--- config.mk ---
export PLATFORM = sky130hd
export DESIGN_NAME = sc_game_statemachine
export DESIGN_NICKNAME = d
export VERILOG_FILES = /design/src/rtl/game_pkg.sv /design/src/rtl/sc_hold_timer.sv /design/src/rtl/sc_game_statemachine.sv
export SDC_FILE = /design/constraint.sdc
export NUM_CORES = 1
export LEC_CHECK = 0
export ABC_AREA = 1
export BUFFER_PORTS_ARGS = -buffer_cell sky130_fd_sc_hd__buf_4
export CAP_MARGIN = 15
export CORE_MARGIN = 4
export CORE_UTILIZATION = 40
export DETAILED_ROUTE_END_ITERATION = 12
export GPL_ROUTABILITY_DRIVEN = 0
export HOLD_SLACK_MARGIN = 0.02
export PLACE_DENSITY = 0.7
export SYNTH_ARGS = -nofsm -noshare
export SYNTH_HDL_FRONTEND = slang
export SYNTH_SLANG_ARGS = --single-unit
--- constraint.sdc ---
create_clock -name SC_GAMESTATEMACHINE_CLOCK_50 -period 1.75 [get_ports SC_GAMESTATEMACHINE_CLOCK_50]
set_clock_uncertainty 0.1 [all_clocks]
set_input_delay 0.175 -clock SC_GAMESTATEMACHINE_CLOCK_50 [delete_from_list [all_inputs] [get_ports SC_GAMESTATEMACHINE_CLOCK_50]]
set_output_delay 0.175 -clock SC_GAMESTATEMACHINE_CLOCK_50 [all_outputs]
set_load 0.01 [all_outputs]
--- src/rtl/game_pkg.sv ---
// game_pkg: shared constants for the frog game datapath.
//   - game_state_t : controller state encoding
//   - IMG_*        : image select codes driven to the display and comparator
//   - CODE_*       : crash/goal codes produced by the crash comparator
//   - image_for_state() : image code shown in each controller state
package game_pkg;

    typedef enum logic [2:0] {
        ST_START    = 3'd0,
        ST_PLAY     = 3'd1,
        ST_CRASH    = 3'd2,
        ST_WIN      = 3'd3,
        ST_GAMEOVER = 3'd4
    } game_state_t;

    localparam logic [1:0] IMG_PLAY  = 2'b00;
    localparam logic [1:0] IMG_CRASH = 2'b01;
    localparam logic [1:0] IMG_END   = 2'b10;
    localparam logic [1:0] IMG_START = 2'b11;

    localparam logic [1:0] CODE_NONE = 2'b00;
    localparam logic [1:0] CODE_HIT  = 2'b01;
    localparam logic [1:0] CODE_GOAL = 2'b10;

    function automatic logic [1:0] image_for_state(input game_state_t s);
        logic [1:0] img;
        img = IMG_START;
        case (s)
            ST_START:    img = IMG_START;
            ST_PLAY:     img = IMG_PLAY;
            ST_CRASH:    img = IMG_CRASH;
            ST_WIN:      img = IMG_END;
            ST_GAMEOVER: img = IMG_END;
            default:     img = IMG_START;
        endcase
        return img;
    endfunction

endpackage

--- src/rtl/sc_hold_timer.sv ---
// sc_hold_timer: up-counter used to time the crash and level-clear screens.
// Ports:
//   clk_i   clock
//   rst_i   synchronous active-high reset
//   clr_i   synchronous clear (takes priority over counting)
//   en_i    count enable
//   last_i  terminal value (hold length minus one)
//   tc_o    high while enabled and the count equals last_i
module sc_hold_timer #(
    parameter int WIDTH = 26
) (
    input  logic             clk_i,
    input  logic             rst_i,
    input  logic             clr_i,
    input  logic             en_i,
    input  logic [WIDTH-1:0] last_i,
    output logic             tc_o
);

    logic [WIDTH-1:0] count_q;

    always_ff @(posedge clk_i) begin
        if (rst_i || clr_i) begin
            count_q <= '0;
        end else if (en_i) begin
            count_q <= count_q + WIDTH'(1);
        end
    end

    assign tc_o = en_i && (count_q == last_i);

endmodule

--- src/rtl/sc_game_statemachine.sv ---
// sc_game_statemachine: game-flow controller between the crash comparator
// and the display/sprite layer. Filters the comparator code, tracks lives
// and level, selects the displayed image and pulses the frog reset.
// Ports:
//   SC_GAMESTATEMACHINE_CLOCK_50          system clock
//   SC_GAMESTATEMACHINE_RESET_InHigh      synchronous active-high reset
//   SC_GAMESTATEMACHINE_CRASH_InBus       comparator code (00 none, 01 crash, 10 goal)
//   SC_GAMESTATEMACHINE_START_InHigh      start button level
//   SC_GAMESTATEMACHINE_IMAGE_OutBus      image select
//   SC_GAMESTATEMACHINE_WIN_Out           end-screen qualifier (1 level clear)
//   SC_GAMESTATEMACHINE_FROGRESET_OutHigh one-cycle frog reset pulse
//   SC_GAMESTATEMACHINE_LIVES_OutBus      remaining lives
//   SC_GAMESTATEMACHINE_LEVEL_OutBus      current level, 0-based
//
// state       | meaning
// ST_START    | start screen, waiting for a start edge
// ST_PLAY     | gameplay, filtering comparator codes
// ST_CRASH    | crash screen for CRASH_HOLD cycles
// ST_WIN      | level-clear screen for WIN_HOLD cycles
// ST_GAMEOVER | game-over screen, start edge returns to ST_START
module sc_game_statemachine
    import game_pkg::*;
#(
    parameter int DATAWIDTH_LIVES = 2,
    parameter int INIT_LIVES      = 3,
    parameter int DATAWIDTH_LEVEL = 3,
    parameter int MAX_LEVEL       = 7,
    parameter int DATAWIDTH_HOLD  = 26,
    parameter int CRASH_HOLD      = 50000000,
    parameter int WIN_HOLD        = 100000000,
    parameter int CONFIRM         = 2
) (
    input  logic                       SC_GAMESTATEMACHINE_CLOCK_50,
    input  logic                       SC_GAMESTATEMACHINE_RESET_InHigh,
    input  logic [1:0]                 SC_GAMESTATEMACHINE_CRASH_InBus,
    input  logic                       SC_GAMESTATEMACHINE_START_InHigh,
    output logic [1:0]                 SC_GAMESTATEMACHINE_IMAGE_OutBus,
    output logic                       SC_GAMESTATEMACHINE_WIN_Out,
    output logic                       SC_GAMESTATEMACHINE_FROGRESET_OutHigh,
    output logic [DATAWIDTH_LIVES-1:0] SC_GAMESTATEMACHINE_LIVES_OutBus,
    output logic [DATAWIDTH_LEVEL-1:0] SC_GAMESTATEMACHINE_LEVEL_OutBus
);

    // The default WIN_HOLD does not fit in 26 bits, so the timer is widened
    // to whatever the longer hold actually needs.
    localparam int NEED_C = (CRASH_HOLD > 1) ? $clog2(CRASH_HOLD) : 1;
    localparam int NEED_W = (WIN_HOLD > 1) ? $clog2(WIN_HOLD) : 1;
    localparam int NEED_H = (NEED_C > NEED_W) ? NEED_C : NEED_W;
    localparam int HOLD_W = (DATAWIDTH_HOLD > NEED_H) ? DATAWIDTH_HOLD : NEED_H;
    localparam logic [HOLD_W-1:0] CRASH_LAST = HOLD_W'(CRASH_HOLD - 1);
    localparam logic [HOLD_W-1:0] WIN_LAST   = HOLD_W'(WIN_HOLD - 1);

    localparam int CNT_W = $clog2(CONFIRM + 1);

    game_state_t                state_q, state_d;
    logic [1:0]                 image_q, image_d;
    logic                       win_q, win_d;
    logic                       frog_q, frog_d;
    logic [DATAWIDTH_LIVES-1:0] lives_q, lives_d;
    logic [DATAWIDTH_LEVEL-1:0] level_q, level_d;
    logic                       start_q;
    logic [1:0]                 fcode_q, fcode_d;
    logic [CNT_W-1:0]           fcnt_q, fcnt_d;

    logic             start_edge;
    logic             code_valid;
    logic [CNT_W-1:0] run_next;
    logic             hold_en;
    logic             hold_clr;
    logic             hold_tc;
    logic [HOLD_W-1:0] hold_last;

    sc_hold_timer #(
        .WIDTH (HOLD_W)
    ) u_hold_timer (
        .clk_i  (SC_GAMESTATEMACHINE_CLOCK_50),
        .rst_i  (SC_GAMESTATEMACHINE_RESET_InHigh),
        .clr_i  (hold_clr),
        .en_i   (hold_en),
        .last_i (hold_last),
        .tc_o   (hold_tc)
    );

    assign hold_en   = (state_q == ST_CRASH) || (state_q == ST_WIN);
    assign hold_last = (state_q == ST_WIN) ? WIN_LAST : CRASH_LAST;
    assign hold_clr  = (state_d != state_q);

    assign start_edge = SC_GAMESTATEMACHINE_START_InHigh && !start_q;
    assign code_valid = (SC_GAMESTATEMACHINE_CRASH_InBus == CODE_HIT) ||
                        (SC_GAMESTATEMACHINE_CRASH_InBus == CODE_GOAL);
    // A nonzero run of the same code extends; anything else restarts at 1.
    assign run_next   = ((SC_GAMESTATEMACHINE_CRASH_InBus == fcode_q) && (fcnt_q != '0))
                        ? fcnt_q + CNT_W'(1) : CNT_W'(1);

    always_comb begin
        state_d = state_q;
        win_d   = win_q;
        frog_d  = 1'b0;
        lives_d = lives_q;
        level_d = level_q;
        fcode_d = CODE_NONE;
        fcnt_d  = '0;

        case (state_q)
            ST_START: begin
                if (start_edge) begin
                    lives_d = DATAWIDTH_LIVES'(INIT_LIVES);
                    level_d = '0;
                    state_d = ST_PLAY;
                    frog_d  = 1'b1;
                end
            end
            ST_PLAY: begin
                // The frog-reset cycle is blind: the comparator still sees the
                // old frog position.
                if (!frog_q && code_valid) begin
                    if (run_next == CNT_W'(CONFIRM)) begin
                        if (SC_GAMESTATEMACHINE_CRASH_InBus == CODE_HIT) begin
                            lives_d = (lives_q == '0) ? '0 : lives_q - DATAWIDTH_LIVES'(1);
                            state_d = (lives_q <= DATAWIDTH_LIVES'(1)) ? ST_GAMEOVER : ST_CRASH;
                        end else begin
                            state_d = ST_WIN;
                        end
                    end else begin
                        fcode_d = SC_GAMESTATEMACHINE_CRASH_InBus;
                        fcnt_d  = run_next;
                    end
                end
            end
            ST_CRASH: begin
                if (hold_tc) begin
                    state_d = ST_PLAY;
                    frog_d  = 1'b1;
                end
            end
            ST_WIN: begin
                if (hold_tc) begin
                    if (level_q != DATAWIDTH_LEVEL'(MAX_LEVEL)) begin
                        level_d = level_q + DATAWIDTH_LEVEL'(1);
                    end
                    state_d = ST_PLAY;
                    frog_d  = 1'b1;
                end
            end
            ST_GAMEOVER: begin
                if (start_edge) begin
                    state_d = ST_START;
                end
            end
            default: begin
                state_d = ST_START;
            end
        endcase

        if (state_d != state_q) begin
            if (state_d == ST_WIN) begin
                win_d = 1'b1;
            end else if (state_d != ST_CRASH) begin
                win_d = 1'b0;
            end
        end

        image_d = image_for_state(state_d);
    end

    always_ff @(posedge SC_GAMESTATEMACHINE_CLOCK_50) begin
        if (SC_GAMESTATEMACHINE_RESET_InHigh) begin
            state_q <= ST_START;
            image_q <= IMG_START;
            win_q   <= 1'b0;
            frog_q  <= 1'b0;
            lives_q <= DATAWIDTH_LIVES'(INIT_LIVES);
            level_q <= '0;
            start_q <= 1'b0;
            fcode_q <= CODE_NONE;
            fcnt_q  <= '0;
        end else begin
            state_q <= state_d;
            image_q <= image_d;
            win_q   <= win_d;
            frog_q  <= frog_d;
            lives_q <= lives_d;
            level_q <= level_d;
            start_q <= SC_GAMESTATEMACHINE_START_InHigh;
            fcode_q <= fcode_d;
            fcnt_q  <= fcnt_d;
        end
    end

    assign SC_GAMESTATEMACHINE_IMAGE_OutBus      = image_q;
    assign SC_GAMESTATEMACHINE_WIN_Out           = win_q;
    assign SC_GAMESTATEMACHINE_FROGRESET_OutHigh = frog_q;
    assign SC_GAMESTATEMACHINE_LIVES_OutBus      = lives_q;
    assign SC_GAMESTATEMACHINE_LEVEL_OutBus      = level_q;

endmodule

==> impl_results.md, run 1 <==
* CP max stage delay at 0.37 ns
* Post-Place Setup Slack at -0.259 ns
* Number of vias per cell at between 4 and 5
* DR DRC count at 0
* Cells after Synth at 322
* Worst hold slack at approximately 0.045 ns
* Post-route antenna net violation count at 0
* Clk sinks at 44
* DIE WIDTH at 83.7 microns
* Initial Util at roughly two fifths
* DR vias at roughly 2400
* Final Hold Fails at 0
* Syn_nets at ~330
* Congestion Overflow GR at 0
* Routed WL at 6240 microns
* GRT Total Usage at roughly 17%
* Wire length per cell at 12.7 microns
* Arrival @ worst endpoint at 2.09 ns
* H-tree depth at 2
* Total Power at 0.00207 W
* Post-Layout Cell Count at 490
* Root Driver: clkbuf_8
* Post-synthesis sequential area ratio at 38.4%
* Worst Max-Slew Pin Slew at between 0.3 and 0.4 ns
* CP Max Fanout at 12
* First-pass GRT wire length at 9650 microns
* Worst Setup Slack, final at -0.213 ns
* CTS tree: yes
* Slew margin rel. at 73.9%
* Layout cells sized above 1 at 43.8%
* Post-synthesis area per instance at 7.12 sq um
* Worst min path class: in -> reg
* Bufs on Longest Clock Path at 2
* Pwr Density at 590 nW/um^2
* Num CTS Buffers at 5
* Fin. max-slew vios at 0
* Violated checks: setup timing
* Largest net degree at the start of global routing at 14
* Multi-input gate area at between 1000 and 1500 sq um
* Clock-pin slew on the worst setup and hold paths at 0.09 ns
* Finished Core Util at 63.4%
* RSZ-0062 raised after global routing: true
* Boundary Pins at 14
* Peak VDD IR at approximately 0.00035 V
* Worst setup EP type: flip-flop
* Clock latency on the worst-skew pair at 0.30 ns
* Crit start category: flip-flop
* FF+latch area at around 900 sq um
* Initial antenna violation count at 0
* Fin nets at 427
* Most used cell, CP: nand2_2
* N_diodes at 0
* Setup violators final at 30
* Slowest cell on crit path: dfxtp_2
* Netlist cell types at 30
* # fillers at approximately 450
* Die Height at 83.7 microns
* #FFs+latches synth at 44
* Critical path class: reg -> reg
* P&R area growth vs syn at 53.1%
* Dpl cells at 469
* Syn. warnings at 0
* Period minus WS final at 1.96 ns
* Router iterations before antenna repair at 4
* Vias in the first global route at 2206
* Initial DRC count at 173
* Highest Clock Rate at 509 MHz
* Final HPWL DP at 4070 microns
* Cell Chain, Critical Path: ha_4 > nand3_2 > nor3_4 > inv_2 > nor2_4 > a21oi_2 > nand2_2 > nand2_2 > nand2_2 > nand4_4 > buf_12 > nor3_2
* Area of the mapped netlist at 2290 sq um
* Status: finished, violations left
* Buffers on Ports at 13
* Core area at ~5500 sq um
* Required @ worst endpoint at 1.87 ns
* Max Cap Violations at 0
* Row count at 27
* Die area at 7010 sq um
* Pleak at 1.47 nW
* Final cycle utilization of the critical path at 112%
[power by group]
group          total [W]  switching [W]  internal [W]
sequential       0.00103      0.0000122       0.00102
combinational   0.000277       0.000148      0.000129
clock           0.000766       0.000342      0.000424
[sequential cells by signal, summed over array words and instances (netlist names)]
| name | flops |
|---|---|
| SC_GAMESTATEMACHINE_FROGRESET_OutHigh | 1 |
| u_hold_timer.count_q | 27 |
| state_q | 3 |
| fcnt_q | 2 |
| fcode_q | 2 |
| start_q | 1 |
| SC_GAMESTATEMACHINE_LIVES_OutBus | 2 |
| SC_GAMESTATEMACHINE_WIN_Out | 1 |
| SC_GAMESTATEMACHINE_LEVEL_OutBus | 3 |
| SC_GAMESTATEMACHINE_IMAGE_OutBus | 2 |
[synth_stat cells]
master / number / area, sq um
nand2_2: 2 / 12.5
nor3_2: 2 / 20.0
dfxtp_1: 44 / 881
o211ai_1: 1 / 7.51
a31oi_1: 1 / 6.26
o211a_1: 1 / 10.0
clkbuf_1: 1 / 3.75
or2_2: 1 / 6.26
nor2_4: 2 / 22.5
nor2_1: 55 / 206
nor3_1: 20 / 100
nor4_1: 1 / 6.26
nand2_4: 1 / 11.3
nand3_2: 1 / 10.0
a21oi_2: 1 / 8.76
xnor2_1: 5 / 43.8
nor3_4: 2 / 32.5
nor2_2: 2 / 12.5
o21bai_1: 1 / 7.51
buf_6: 2 / 22.5
o21ai_0: 10 / 50.1
xor2_1: 14 / 123
ha_1: 5 / 62.6
nand3_1: 25 / 125
nand2_1: 58 / 218
nand4_4: 1 / 21.3
inv_2: 2 / 7.51
inv_1: 46 / 173
nand4_1: 6 / 37.5
a21oi_1: 9 / 45.0
[cell type report]
class,instances,share of cell area [%]
clock buffer,6,2.07
clock inverter,2,0.998
inverter,48,5.13
multi-input combinational,227,42.6
sequential,44,25.5
tap,72,2.57
timing repair buffer,91,21.1
[per-stage QoR]
stage               TNS, ns  area, sq um
detailed placement    -3.53         3020
CTS                   -2.39         3290
global placement      -2.38         3020
finish                -4.44         3510
floorplan           -0.0153         2340
global route          -7.98         3510
[metal layers]
metal	up-vias	routed length [microns]	GRT usage, %	part of all wire [%]
li1	1210	-	-	-
met3	11	194	3.16	3.1
met2	55	3220	29.1	52
met1	1128	2700	20.3	43
met4	0	129	5.41	2.1
met5	-	0	0	0
[cells by family after synthesis]
| family | synth area share, % |
|---|---|
| xor gates and xnor gates | 7.26 |
| AOI/OAI and AO/OA | 5.89 |
| DFF | 38.4 |
| and+or+nand+nor | 36.7 |
| adders and majority gates | 2.73 |
| buffers and inverters | 9.00 |
[worst max-delay path: cells and delay by family, from the launching register on]
kind / cells / cell delay [ns]
AND/OR/NAND/NOR: 8 / 0.92
flip-flops: 1 / 0.37
buffers and inverters: 2 / 0.27
adder cells (fa/ha/maj): 1 / 0.14
AO/OA/AOI/OAI: 1 / 0.09
[cells in the final DEF (no fill, tap or decap), drive strengths merged]
cell,Yosys,final
nor4,1,1
nor3,24,24
o21bai,1,1
o211ai,1,1
o21ai,10,10
nor2,59,59
nand4,7,7
nand3,26,26
nand2,61,61
dlygate4sd3,0,3
a31oi,1,1
a21oi,10,10
dfxtp,44,44
bufinv,0,1
buf,2,87
inv,48,48
xnor2,5,5
ha,5,5
xor2,14,14
clkinv,0,1
or2,1,1
o211a,1,1
clkbuf,1,7
[final timing paths]
path | slack (ns) | from | depth (start not counted) | end
max reg2reg | -0.21 | u_hold_timer.count_q[0] | 12 | u_hold_timer.count_q[18]
min | 0.04 | SC_GAMESTATEMACHINE_CRASH_InBus[0] | 3 | fcode_q[0]
max | -0.21 | u_hold_timer.count_q[0] | 12 | u_hold_timer.count_q[18]
min reg2reg | 0.39 | SC_GAMESTATEMACHINE_LIVES_OutBus[1] | 2 | SC_GAMESTATEMACHINE_LIVES_OutBus[0]
[repair_timing]
action / CTS / global route
hold endpoints to repair: 3 / 0
gates cloned: 0 / 1
hold buffers: 3 / 0
pin swaps: 9 / 10
buffers inserted: 6 / 4
setup endpoints to repair: 30 / 35
gates resized for setup: 22 / 56
Note: power is estimated with default switching activity, not from simulation.
==> inputs of run 2 (changes only) <==
Settings changed: SKIP_CTS_REPAIR_TIMING set to 1.
==> run 2 against run 1 <==
  * The flow still finishes with violations (setup timing)
  * Total power fell by 1.1%
  * Setup slack improved by 0.080 ns
  * Core utilization fell by 1.2 points
  * Sequential share of layout area rose by 0.46 points
  * Non-clock buffer count fell by 8
  * Largest cell class unchanged
  * Highest routed layer unchanged
==> impl_results.md, run 2 (synthesized netlist as in run 1, its figures left out) <==
* Layout cells sized above 1 at 41.0% (was 43.8%)
* Worst Setup Slack, final at -0.133 ns (was -0.213 ns)
* Multi-input gate area at 1490 sq um (was 1500 sq um)
* Initial antenna violation count at 0 (unchanged)
* Peak VDD IR at 0.000327 V (was 0.000350 V)
* DR vias at 2348 (was 2404)
* DIE WIDTH at 83.7 microns (unchanged)
* Clock latency on the worst-skew pair at 0.30 ns (about the same)
* Buffers on Ports at 13 (unchanged)
* Highest Clock Rate at 531 MHz (was 509 MHz)
* Largest net degree at the start of global routing at 14 (unchanged)
* Worst Max-Slew Pin Slew at 0.389 ns (about the same)
* First-pass GRT wire length at 9250 microns (was 9650 microns)
* Clk sinks at 44 (unchanged)
* H-tree depth at 2 (unchanged)
* # fillers at 449 (unchanged)
* Fin. max-slew vios at 0 (unchanged)
* Final Cell Area at 3450 sq um (was 3510 sq um)
* Initial Util at 41.4% (unchanged)
* Wire length per cell at 12.3 microns (was 12.7 microns)
* Worst setup EP type: flip-flop (unchanged)
* Congestion Overflow GR at 0 (unchanged)
* CTS tree: yes (unchanged)
* Period minus WS final at 1.88 ns (was 1.96 ns)
* Vias in the first global route at 2135 (was 2206)
* Dpl cells at 469 (unchanged)
* P&R area growth vs syn at 50.2% (was 53.1%)
* Post-route antenna net violation count at 0 (unchanged)
* Pwr Density at 595 nW/um^2 (was 590 nW/um^2)
* Worst min path class: in -> reg (unchanged)
* Number of vias per cell at 4.87 (was 4.91)
* GRT Total Usage at 15.8% (was 16.6%)
* Final HPWL DP at 4070 microns (unchanged)
* Max Cap Violations at 0 (unchanged)
* Die area at 7010 sq um (unchanged)
* Commonest non-fill, non-tap cell in the layout: buf_4 (unchanged)
* Fin nets at 419 (was 427)
* Total Power at 0.00205 W (was 0.00207 W)
* Violated checks: setup timing (unchanged)
* Setup violators final at 28 (was 30)
* Bufs on Longest Clock Path at 2 (unchanged)
* RSZ-0062 raised after global routing: true (unchanged)
* Num CTS Buffers at 5 (unchanged)
* N_diodes at 0 (unchanged)
* Boundary Pins at 14 (unchanged)
* Max reg flops at 27 (unchanged)
* Top reg by flops: u_hold_timer.count_q (unchanged)
* Initial DRC count at 94 (was 173)
* Router iterations before antenna repair at 4 (unchanged)
* FF+latch area at 896 sq um (was 897 sq um)
* Arrival @ worst endpoint at 2.00 ns (was 2.09 ns)
* DR DRC count at 0 (unchanged)
* Core area at 5540 sq um (unchanged)
* Clock-pin slew on the worst setup and hold paths at 0.09 ns (about the same)
* Post-Layout Cell Count at 482 (was 490)
* Final cycle utilization of the critical path at 108% (was 112%)
* Status: finished, violations left (unchanged)
* Most frequent cells in the layout: buf_4 (77), nand2_1 (51), nor2_1 (43) (was buf_4 (83), nand2_1 (51), inv_1 (39))
* Pleak at 1.46 nW (was 1.47 nW)
* Slew margin rel. at 73.8% (was 73.9%)
* Critical path class: reg -> reg (unchanged)
* Die Height at 83.7 microns (unchanged)
* CP Max Fanout at 13 (was 12)
* Row count at 27 (unchanged)
* Routed WL at 5930 microns (was 6240 microns)
* DP Area at 3020 sq um (unchanged)
* Crit start category: flip-flop (unchanged)
* Final Hold Fails at 0 (unchanged)
* Required @ worst endpoint at 1.87 ns (about the same)
* Root Driver: clkbuf_8 (unchanged)
[run 2: changes by cell type in the layout (fill, tap and decap cells not counted), moves of 3 or more]
cell | before | now
buf_4 | 83 | 77
dfxtp_1 | 33 | 36
dfxtp_2 | 10 | 6
nand3_1 | 18 | 15
nand3_2 | 7 | 10
nor2_1 | 35 | 43
nor2_2 | 13 | 8
nor2_4 | 11 | 8
[run 2: report_power, final]
part	total (W)	switching (W)	internal (W)
sequential	0.00103	0.0000119	0.00102
clock	0.000764	0.000340	0.000424
combinational	0.000257	0.000135	0.000122
[run 2: layout make-up]
| type | instances | share of cell area [%] |
|---|---|---|
| clock buffer | 6 | 2.11 |
| sequential | 44 | 26.0 |
| tap | 72 | 2.61 |
| multi-input combinational | 227 | 43.4 |
| inverter | 48 | 5.30 |
| clock inverter | 2 | 1.02 |
| timing repair buffer | 83 | 19.6 |
[run 2: per-stage QoR]
step / hold slack (ns) / TNS (ns) / setup slack [ns] / utilization [%]
2_1_floorplan: 0.208 / -0.0153 / -0.0153 / -
3_3_place_gp: 0.311 / -2.38 / -0.256 / 54.5
3_5_place_dp: 0.325 / -3.53 / -0.259 / 54.5
4_1_cts: -0.0000792 / -3.69 / -0.274 / 56.4
5_1_grt: 0.0209 / -5.97 / -0.275 / 62.2
6_report: 0.0239 / -2.32 / -0.133 / 62.2
[run 2: critical path: stages (launching register included)]
cell and delay (ns):
dfxtp_4 0.37, ha_4 0.14, nand3_2 0.09, nor3_4 0.14, inv_2 0.06, nor2_4 0.11, a21oi_2 0.08, nand2_2 0.09
nand2_2 0.05, nand2_2 0.08, nand4_4 0.15, buf_12 0.20, a21oi_1 0.13
[run 2: path summary, 6_finish.rpt]
path                                              end  cells past startpoint  slack (ns)                                 from
hold / removal                             state_q[1]                      2        0.02     SC_GAMESTATEMACHINE_RESET_InHigh
hold reg to reg   SC_GAMESTATEMACHINE_LIVES_OutBus[0]                      2        0.39  SC_GAMESTATEMACHINE_LIVES_OutBus[1]
setup / recovery              u_hold_timer.count_q[8]                     12       -0.13              u_hold_timer.count_q[0]
setup reg to reg              u_hold_timer.count_q[8]                     12       -0.13              u_hold_timer.count_q[0]
[run 2: per-layer routing]
| metal | vias to the layer above | share of wire, % | GRT usage, % |
|---|---|---|---|
| li1 | 1195 | - | - |
| met5 | - | 0 | 0 |
| met3 | 20 | 3.2 | 3.16 |
| met4 | 0 | 3.6 | 5.41 |
| met1 | 1083 | 43 | 19.7 |
| met2 | 50 | 50 | 27.2 |
